`config.mk`:
```
export PLATFORM = sky130hd
export DESIGN_NAME = corr_readout
export DESIGN_NICKNAME = d
export VERILOG_FILES = /design/src/rtl/corr_readout_pkg.sv /design/src/rtl/corr_frame_timer.sv /design/src/rtl/corr_readout.sv
export SDC_FILE = /design/constraint.sdc
export NUM_CORES = 1
export LEC_CHECK = 0
export ABC_CLOCK_PERIOD_IN_PS = 5000
export CORE_MARGIN = 2
export CORE_UTILIZATION = 41
export DETAILED_ROUTE_END_ITERATION = 8
export DONT_BUFFER_PORTS = 1
export PLACE_DENSITY = 0.56
export SLEW_MARGIN = 20
export SYNTH_ARGS = -nofsm -noshare
export SYNTH_HDL_FRONTEND = slang
export SYNTH_HIERARCHICAL = 1
export SYNTH_SLANG_ARGS = --single-unit
```
`constraint.sdc`:
```
create_clock -name clk -period 5 [get_ports clk]
set_input_delay 1.25 -clock clk [delete_from_list [all_inputs] [get_ports clk]]
set_output_delay 1.25 -clock clk [all_outputs]
set_load 0.01 [all_outputs]
```
`src/rtl/corr_readout_pkg.sv`:
```
// Shared types and helpers for the correlator readout: streamer states,
// frame sync byte and bytes-per-count sizing.
package corr_readout_pkg;

  typedef enum logic [2:0] {
    IDLE = 3'd0,
    HDR  = 3'd1,
    SEQ  = 3'd2,
    PAY  = 3'd3,
    CHK  = 3'd4
  } state_t;

  localparam logic [7:0] SYNC_BYTE = 8'hA5;

  // Bytes needed to carry one count, rounded up to whole bytes.
  function automatic int calc_bpw(input int resolution);
    return (resolution + 7) / 8;
  endfunction

endpackage

```
`src/rtl/corr_frame_timer.sv`:
```
// Integration frame timer: counts enabled clocks up to integration_len,
// strobes capture on the terminal count and registers clear_acc after it.
module corr_frame_timer #(
  parameter int LEN_WIDTH = 24
) (
  input  logic                 clk,
  input  logic                 reset,
  input  logic                 enable,
  input  logic [LEN_WIDTH-1:0] integration_len,
  output logic                 capture,
  output logic                 clear_acc
);

  logic [LEN_WIDTH-1:0] cnt_r;
  logic                 out_of_range_s;
  logic                 terminal_s;

  // A length of zero always reads as out of range, which parks the counter.
  always_comb begin
    out_of_range_s = (cnt_r >= integration_len);
    if (out_of_range_s) begin
      terminal_s = 1'b0;
    end else begin
      terminal_s = (cnt_r == (integration_len - LEN_WIDTH'(1)));
    end
    capture = enable && terminal_s;
  end

  // Counter state and the delayed accumulator clear.
  always_ff @(posedge clk) begin
    if (reset) begin
      cnt_r     <= '0;
      clear_acc <= 1'b0;
    end else begin
      clear_acc <= capture;
      if (out_of_range_s) begin
        cnt_r <= '0;
      end else if (capture) begin
        cnt_r <= '0;
      end else if (enable) begin
        cnt_r <= cnt_r + LEN_WIDTH'(1);
      end else begin
        cnt_r <= cnt_r;
      end
    end
  end

endmodule

```
`src/rtl/corr_readout.sv`:
```
// Correlator readout: snapshots the accumulator bus each frame and streams it
// as sync, seq, payload bytes. CORR_READOUT_CHECKSUM_EN appends an XOR checksum.
module corr_readout #(
  parameter int NUM_CHANNELS = 8,
  parameter int RESOLUTION   = 24,
  parameter int LEN_WIDTH    = 24
) (
  input  logic                                clk,
  input  logic                                reset,
  input  logic                                enable,
  input  logic [LEN_WIDTH-1:0]                integration_len,
  input  logic [NUM_CHANNELS*RESOLUTION*2-1:0] pulses,
  output logic                                clear_acc,
  output logic [7:0]                          out_data,
  output logic                                out_valid,
  input  logic                                out_ready,
  output logic                                overrun,
  output logic [7:0]                          seq
);

  import corr_readout_pkg::*;

  localparam int BPW     = calc_bpw(RESOLUTION);
  localparam int PW      = NUM_CHANNELS * RESOLUTION * 2;
  localparam int PAY_LEN = NUM_CHANNELS * 2 * BPW;
  localparam int IDX_W   = (PAY_LEN > 1) ? $clog2(PAY_LEN) : 1;
  localparam logic [IDX_W-1:0] LAST_IDX = IDX_W'(PAY_LEN - 1);

  state_t           state_r;
  logic [PW-1:0]    shadow_r;
  logic [7:0]       seq_r;
  logic             overrun_r;
  logic             valid_r;
  logic [7:0]       data_r;
  logic [IDX_W-1:0] idx_r;

  logic             capture_s;
  logic             hs_s;
  logic [IDX_W-1:0] sel_idx_s;
  logic [7:0]       pay_byte_s;
  logic [7:0]       pay_bytes_s [PAY_LEN];

  corr_frame_timer #(
    .LEN_WIDTH(LEN_WIDTH)
  ) u_timer (
    .clk             (clk),
    .reset           (reset),
    .enable          (enable),
    .integration_len (integration_len),
    .capture         (capture_s),
    .clear_acc       (clear_acc)
  );

  assign hs_s      = valid_r && out_ready;
  assign out_data  = data_r;
  assign out_valid = valid_r;
  assign overrun   = overrun_r;
  assign seq       = seq_r;

  // Shadow viewed as a flat byte list: count c (real/imag interleaved), MSB byte first.
  always_comb begin
    logic [BPW*8-1:0] ext;
    ext = '0;
    for (int c = 0; c < 2 * NUM_CHANNELS; c++) begin
      ext = '0;
      ext[RESOLUTION-1:0] = shadow_r[c*RESOLUTION +: RESOLUTION];
      for (int b = 0; b < BPW; b++) begin
        pay_bytes_s[c*BPW + b] = ext[(BPW-1-b)*8 +: 8];
      end
    end
  end

  // Index of the payload byte to load on the next handshake.
  always_comb begin
    if (state_r == PAY && idx_r != LAST_IDX) begin
      sel_idx_s = idx_r + IDX_W'(1);
    end else begin
      sel_idx_s = '0;
    end
    pay_byte_s = pay_bytes_s[sel_idx_s];
  end

`ifdef CORR_READOUT_CHECKSUM_EN
  logic [7:0] csum_r;

  // Running XOR of every byte already handed to the sink in this frame.
  always_ff @(posedge clk) begin
    if (reset) begin
      csum_r <= 8'h00;
    end else if (capture_s && state_r == IDLE) begin
      csum_r <= 8'h00;
    end else if (hs_s) begin
      csum_r <= csum_r ^ data_r;
    end else begin
      csum_r <= csum_r;
    end
  end
`endif

  // Streamer FSM; out_data is loaded only on a handshake so it holds while stalled.
  always_ff @(posedge clk) begin
    if (reset) begin
      state_r   <= IDLE;
      shadow_r  <= '0;
      seq_r     <= 8'h00;
      overrun_r <= 1'b0;
      valid_r   <= 1'b0;
      data_r    <= 8'h00;
      idx_r     <= '0;
    end else begin
      if (capture_s && state_r != IDLE) begin
        overrun_r <= 1'b1;
      end
      case (state_r)
        IDLE: begin
          if (capture_s) begin
            shadow_r <= pulses;
            seq_r    <= seq_r + 8'd1;
            data_r   <= SYNC_BYTE;
            valid_r  <= 1'b1;
            state_r  <= HDR;
          end
        end
        HDR: begin
          if (hs_s) begin
            data_r  <= seq_r;
            state_r <= SEQ;
          end
        end
        SEQ: begin
          if (hs_s) begin
            data_r  <= pay_byte_s;
            idx_r   <= '0;
            state_r <= PAY;
          end
        end
        PAY: begin
          if (hs_s) begin
            if (idx_r == LAST_IDX) begin
`ifdef CORR_READOUT_CHECKSUM_EN
              data_r  <= csum_r ^ data_r;
              state_r <= CHK;
`else
              valid_r <= 1'b0;
              state_r <= IDLE;
`endif
            end else begin
              data_r <= pay_byte_s;
              idx_r  <= idx_r + IDX_W'(1);
            end
          end
        end
        CHK: begin
          if (hs_s) begin
            valid_r <= 1'b0;
            state_r <= IDLE;
          end
        end
        default: begin
          valid_r <= 1'b0;
          state_r <= IDLE;
        end
      endcase
    end
  end

endmodule

```
### Word-level counts from Yosys, hierarchy flattened

Cells that the tools add are included.

* equal/unequal tests: 14
* bitwise operators: 2
* reductions and logical operators: 15
* mux-type cells: 27
* $lt $le $gt $ge: 2
* $add $sub $neg: 4

Operators with widths (number)
* 8-bit two-way mux: 7
* 8-bit binary-select mux with 6-bit select: 1
* 8-bit one-hot mux with 4 select lines: 1
* 24-bit by 1-bit adder with 24-bit output (second input constant): 1
* 24-bit equality test: 1
* 24-bit >= comparator: 1
* 6-bit two-way mux: 4
* 24-bit by 1-bit subtractor with 24-bit output (second input constant): 1
* 3-bit two-way mux: 6
* 3-bit one-hot mux with 5 select lines: 1
* 2-bit inequality test (second input constant): 6
* 6-bit one-hot mux with 2 select lines: 1
* 6-bit AND reduction: 2
* 8-bit by 1-bit adder with 8-bit output (second input constant): 1
* 7-bit >= comparator (second input constant): 1
* 6-bit inverter with 7-bit output: 1
* 6-bit by 1-bit adder with 6-bit output (second input constant): 1
* 3-bit by 2-bit equality test with 1-bit output (second input constant): 2
* 6-bit equality test (second input constant): 1
* 6-bit inequality test (second input constant): 1
* 1-bit two-way mux: 5
* 5-bit AND reduction: 1
* 1-bit logical AND: 4
* 1-bit one-hot mux with 4 select lines: 1
* 12 further kinds: 12

* output and inout port bits: 19
* logic and storage cells: 73
* flip-flop bits (word level): 436
* input bits: 412

### Longest topological paths before layout

* depth after elaboration: 10
* gate-level depth with buffers: 16
* mapped depth without buffers: 15

### Cells and area by module

Netlist, hierarchy kept.

By module, submodules not included
* corr_readout: seq. area each 8207.9 µm², cells an instance 2390, area an instance 17882.2 µm², times used 1
* corr_frame_timer: seq. area each 500.5 µm², cells an instance 333, area an instance 2765.2 µm², times used 1

### Least setup slack after synthesis

OpenSTA, ideal clock, no wires.

* path type: input to register
* from: input integration_len[3]
* to: register shadow_r[309]
* arrival: 4.708 ns
* required time: 4.929 ns
* cell stages on the path: 14
* slack: 0.221 ns
* buffers on the path: 4
* library setup time: 0.071 ns
* cells stage by stage: or4_4 buf_6 nor4b_4 nand3_1 xnor2_1 or4_1 or4_1 nor2_1 and2_1 clkbuf_1 clkbuf_1 clkbuf_1 nand2_1 a21oi_1

* word-level cells in the longest chain between the ends: 5
* elaborated cells on any way between the ends: 6
* those cells by class: 1 x add/sub; 1 x order compare; 1 x eq/ne; 1 x mux; 2 x reduce/logical

Ends and longest elaborated chain
* from (decl): RTL line corr_readout.sv:11 `input logic [LEN_WIDTH-1:0] integration_len,`
* 24-bit by 1-bit subtractor with 24-bit output: RTL line corr_frame_timer.sv:24 `terminal_s = (cnt_r == (integration_len - LEN_WIDTH'(1)));`
* 24-bit equality test: RTL line corr_frame_timer.sv:24
* 1-bit two-way mux (*): RTL line corr_frame_timer.sv:21 `if (out_of_range_s) begin`
* 1-bit logical AND (*): RTL line corr_frame_timer.sv:26 `capture = enable && terminal_s;`
* named net capture_s: RTL line corr_readout.sv:37 `logic capture_s;`
* 2-bit AND reduction (no line) (*)
* to (signal assigned): RTL line corr_readout.sv:117 `shadow_r <= pulses;`
* to (decl): RTL line corr_readout.sv:30 `logic [PW-1:0] shadow_r;`

Mark *: on every way through the listed nets, which the timed path passes. The rest lies on a longest branch.
A chain may end at the register's enable or synchronous reset.

### Worst setup path in the final report

* from: input integration_len[1]
* to: register data_r[5] (netlist: out_data[5])

* word-level cells in the longest chain between the ends: 6
* elaborated cells on any way between the ends: 7
* those cells by class: 1 x add/sub; 1 x order compare; 2 x eq/ne; 1 x mux; 2 x reduce/logical

Ends and longest elaborated chain
* 24-bit by 1-bit subtractor with 24-bit output: RTL line corr_frame_timer.sv:24
* 24-bit equality test: RTL line corr_frame_timer.sv:24
* 1-bit two-way mux (*): RTL line corr_frame_timer.sv:21
* 1-bit logical AND (*): RTL line corr_frame_timer.sv:26
* named net capture_s: RTL line corr_readout.sv:37
* 2-bit inequality test (no line) (*)
* 6-bit AND reduction (no line) (*)
* to (signal assigned): RTL line corr_readout.sv:126 `data_r <= seq_r;`
* to (signal assigned): RTL line corr_readout.sv:132 `data_r <= pay_byte_s;`
* to (signal assigned): RTL line corr_readout.sv:148 `data_r <= pay_byte_s;`
* to (decl): RTL line corr_readout.sv:34 `logic [7:0] data_r;`

Marked as above.

==> results.txt <==
grt met3 use: 0.0655
CP cell instances: inv_1, ha_1, or3b_2, or2_1, o41ai_1, o21a_1, nand4_1, or4_1, nor2_1, buf_4, nor2_1, a21oi_1, nor2_1, a2111oi_0, nand4_1, o32ai_1
Post-synth EDFFs: 0
final setup TNS: 0 ns
Yosys reg bits: 435
Reg area: 0.00871 mm^2
Worst-path clk slew: 0.06 ns
Final Power: 0.00732 W
Area after DPL: 0.0212 mm^2
grt met1 use: 0.360
post-synth cell types: 91
die width: 228 um
DRT antenna net count: 0
failing checks: max-slew violations
Mapped Area: 0.0206 mm^2
Power Density: 320 mW/mm^2
# fillers: 5,148
CTS HTree Levels: 2
Slowest cell on crit path: or4_1
initial antenna violation count: 10
top cell type's share of synthesized area: 0.422
Relative slew margins: -0.0735
die height: 228 um
Ports: 431
max_cap viols: 0
Detail Placement HPWL: 55,400 um
RSZ-0062 raised after global routing: false
Leakage: 7.50 nW
GR Util met2: 0.477
Initial Util: 0.413
synth-to-layout area growth: 10.9%
cell mode on critical path: nor2_1
Clock Tree Buf Depth: 3
arrival time worst endpoint: 4.85 ns
YS warnings: 6
VDD IR max: 236 uV
first-pass GRT wire length: 114,000 um
Max Freq: 0.229 GHz
leading area contributor after synthesis: dfxtp_1
register area share after synthesis: 0.422
DR DRC count: 0
dominant synthesized flop cell: dfxtp_1
crit path time final: 4.36 ns
Mean Syn Cell Area: 7.58 um^2
Top Usage Layer GRT: met2
TritonCTS clock tree: built
Max Slew Vio Count: 89
Post-synth ARST share: 0
WL final: 77,500 um
post-synthesis instance total: 2,723
vias in the first global route: 18.4k
RePlAce Congestion: 0.884
Worst Setup End Kind: register
worst skew pair latency: 0.60 ns
FF-to-FF setup slack: 1.10 ns
Port Buffers: 0
worst endpoint required time: 5.49 ns
Levels on crit path: 16
CP max FO: 4
WP buf/inv: 2
postcts setup bufs: 0
Layout Nets: 3,072
DR WL/cell: 23.2 um
Core ar.: 0.0500 mm^2
1st-pass router iterations: 7
initial DRC count: 1,472
Final Hold Viols: 0
Worst-Margin Slew: 1.61 ns
Hold Crit Class: register to register
Final period util: 0.873
worst r2r path cells: 9
reg-to-reg startpoint: state_r[1]
cts hold-fix bufs: 0
root buffer cell: clkbuf_16
gate family responsible for the most delay along the worst path: simple AND/OR/NAND/NOR gates
layout cell share with drive strength beyond 1: 0.0803
top area cells in the synthesized netlist: dfxtp_1, nand2_1, a21oi_1, clkbuf_1, mux2i_1
post-CTS sizing: 0
largest net degree at the start of global routing: 414
Min Hold Slack: 0.453 ns
final instance area: 0.0229 mm^2
WS Path Type: input pin to register
Clock Skews: 0.0292 ns
Inserted Clock Buffers: 49
Multi-input gate area: 0.0110 mm^2
end of the critical path: out_data[5]
syn_nets: 3,168
Setup violations, final: 0
Worst path max stage delay: 0.62 ns
vias per cell: 5.72
outcome: finished, violations left
Setup crit start kind: input pin
CTS sink cnt: 435
reg2reg end: out_data[2]
# rows: 82
via count: 19.1k
die area: 0.0522 mm^2
Setup crit start: integration_len[1]
total gr overflow: 0
gr usage total: 0.285
## cell usage after synthesis (8+ instances only)
cell type / n
dfxtp_1: 435
nor2_1: 77
o211ai_1: 11
buf_2: 25
a211oi_1: 17
a21oi_1: 439
mux2_2: 16
mux2i_1: 47
nor3_1: 39
o221ai_1: 20
nor2b_1: 8
buf_1: 14
nand4_1: 26
nor4_1: 18
nand2b_1: 8
or3_1: 11
xor2_1: 32
clkbuf_1: 147
nor3_2: 20
a21o_1: 14
o21ai_0: 24
nand3_1: 32
a31oi_1: 13
and3_1: 17
o22ai_1: 41
inv_1: 36
ha_1: 33
xnor2_1: 29
nand2_1: 922
## worst min-delay path by stage
stage	slack (ns)	end	from	cells after the start
after global placement	0.44	shadow_r[15]	shadow_r[15]	2
final	0.45	shadow_r[161]	shadow_r[161]	2
after detailed placement	0.45	shadow_r[161]	shadow_r[161]	2
after floorplan	0.43	shadow_r[119]	shadow_r[119]	2
after global routing	0.47	shadow_r[300]	shadow_r[300]	2
after CTS	0.45	shadow_r[161]	shadow_r[161]	2
## area by class of cell
class,count,area share
sequential,435,0.380
multi-input combinational,2053,0.480
timing repair buffer,51,0.0227
inverter,37,0.00606
clock buffer,62,0.0592
antenna,8,0.000874
clock inverter,27,0.0138
tap,672,0.0367
## flip-flops by register name, indices dropped and copies added, names as in the netlist
| register | count |
|---|---|
| out_data | 8 |
| u_timer/cnt_r | 24 |
| state_r | 2 |
| idx_r | 6 |
| seq | 8 |
| overrun | 1 |
| u_timer/clear_acc | 1 |
| out_valid | 1 |
| shadow_r | 384 |
## cells in the final DEF (no fill, tap or decap), types with 11 or more instances in the layout
| cell | count |
|---|---|
| a211oi_1 | 17 |
| a21o_1 | 14 |
| a21oi_1 | 439 |
| a31oi_1 | 13 |
| and3_1 | 17 |
| buf_12 | 11 |
| buf_4 | 40 |
| clkbuf_16 | 49 |
| clkinv_2 | 15 |
| dfxtp_1 | 434 |
| ha_1 | 33 |
| inv_1 | 36 |
| mux2_2 | 16 |
| mux2i_1 | 46 |
| nand2_1 | 921 |
| nand3_1 | 32 |
| nand4_1 | 26 |
| nor2_1 | 76 |
| nor3_1 | 39 |
| nor3_2 | 20 |
| nor4_1 | 18 |
| o211ai_1 | 11 |
| o21ai_0 | 24 |
| o221ai_1 | 20 |
| o22ai_1 | 41 |
| or3_1 | 11 |
| xnor2_1 | 29 |
| xor2_1 | 32 |
## through the flow
step	util	cells	setup slack, ns
after floorplan	-	2723	0.221
after global placement	0.425	3248	0.0313
after detailed placement	0.425	3248	0.0866
after CTS	0.458	3337	0.704
after global routing	0.458	3343	0.413
final	0.458	3345	0.637
## kinds of logic after synthesis
kind of cell / count (synthesis) / share of synthesized area
AO/OA/AOI/OAI: 666 / 0.191
AND/OR/NAND/NOR: 1222 / 0.255
adder cells (fa/ha/maj): 33 / 0.0200
XOR/XNOR: 62 / 0.0267
buffers and inverters: 235 / 0.0474
flip-flops: 435 / 0.422
multiplexers: 70 / 0.0384
## worst min-delay path: cells and delay by family (launching register included)
kind             cells  cell delay (ns)
AND/OR/NAND/NOR      1             0.05
AO/OA/AOI/OAI        1             0.05
flip-flops           1             0.30
## power by group
part / switching [W] / internal [W] / leakage (nW)
sequential: 0.00000274 / 0.00347 / 3.50
combinational: 0.0000436 / 0.0000370 / 3.17
clock: 0.00154 / 0.00223 / 0.829
## layer usage
| metal | vias to the layer above | share of wire |
|---|---|---|
| met3 | 136 | 0.070 |
| met4 | 6 | 0.032 |
| met2 | 627 | 0.47 |
| met1 | 9216 | 0.42 |
| met5 | - | 0.00046 |
| li1 | 9159 | - |
Note: power is estimated with default switching activity, not from simulation.
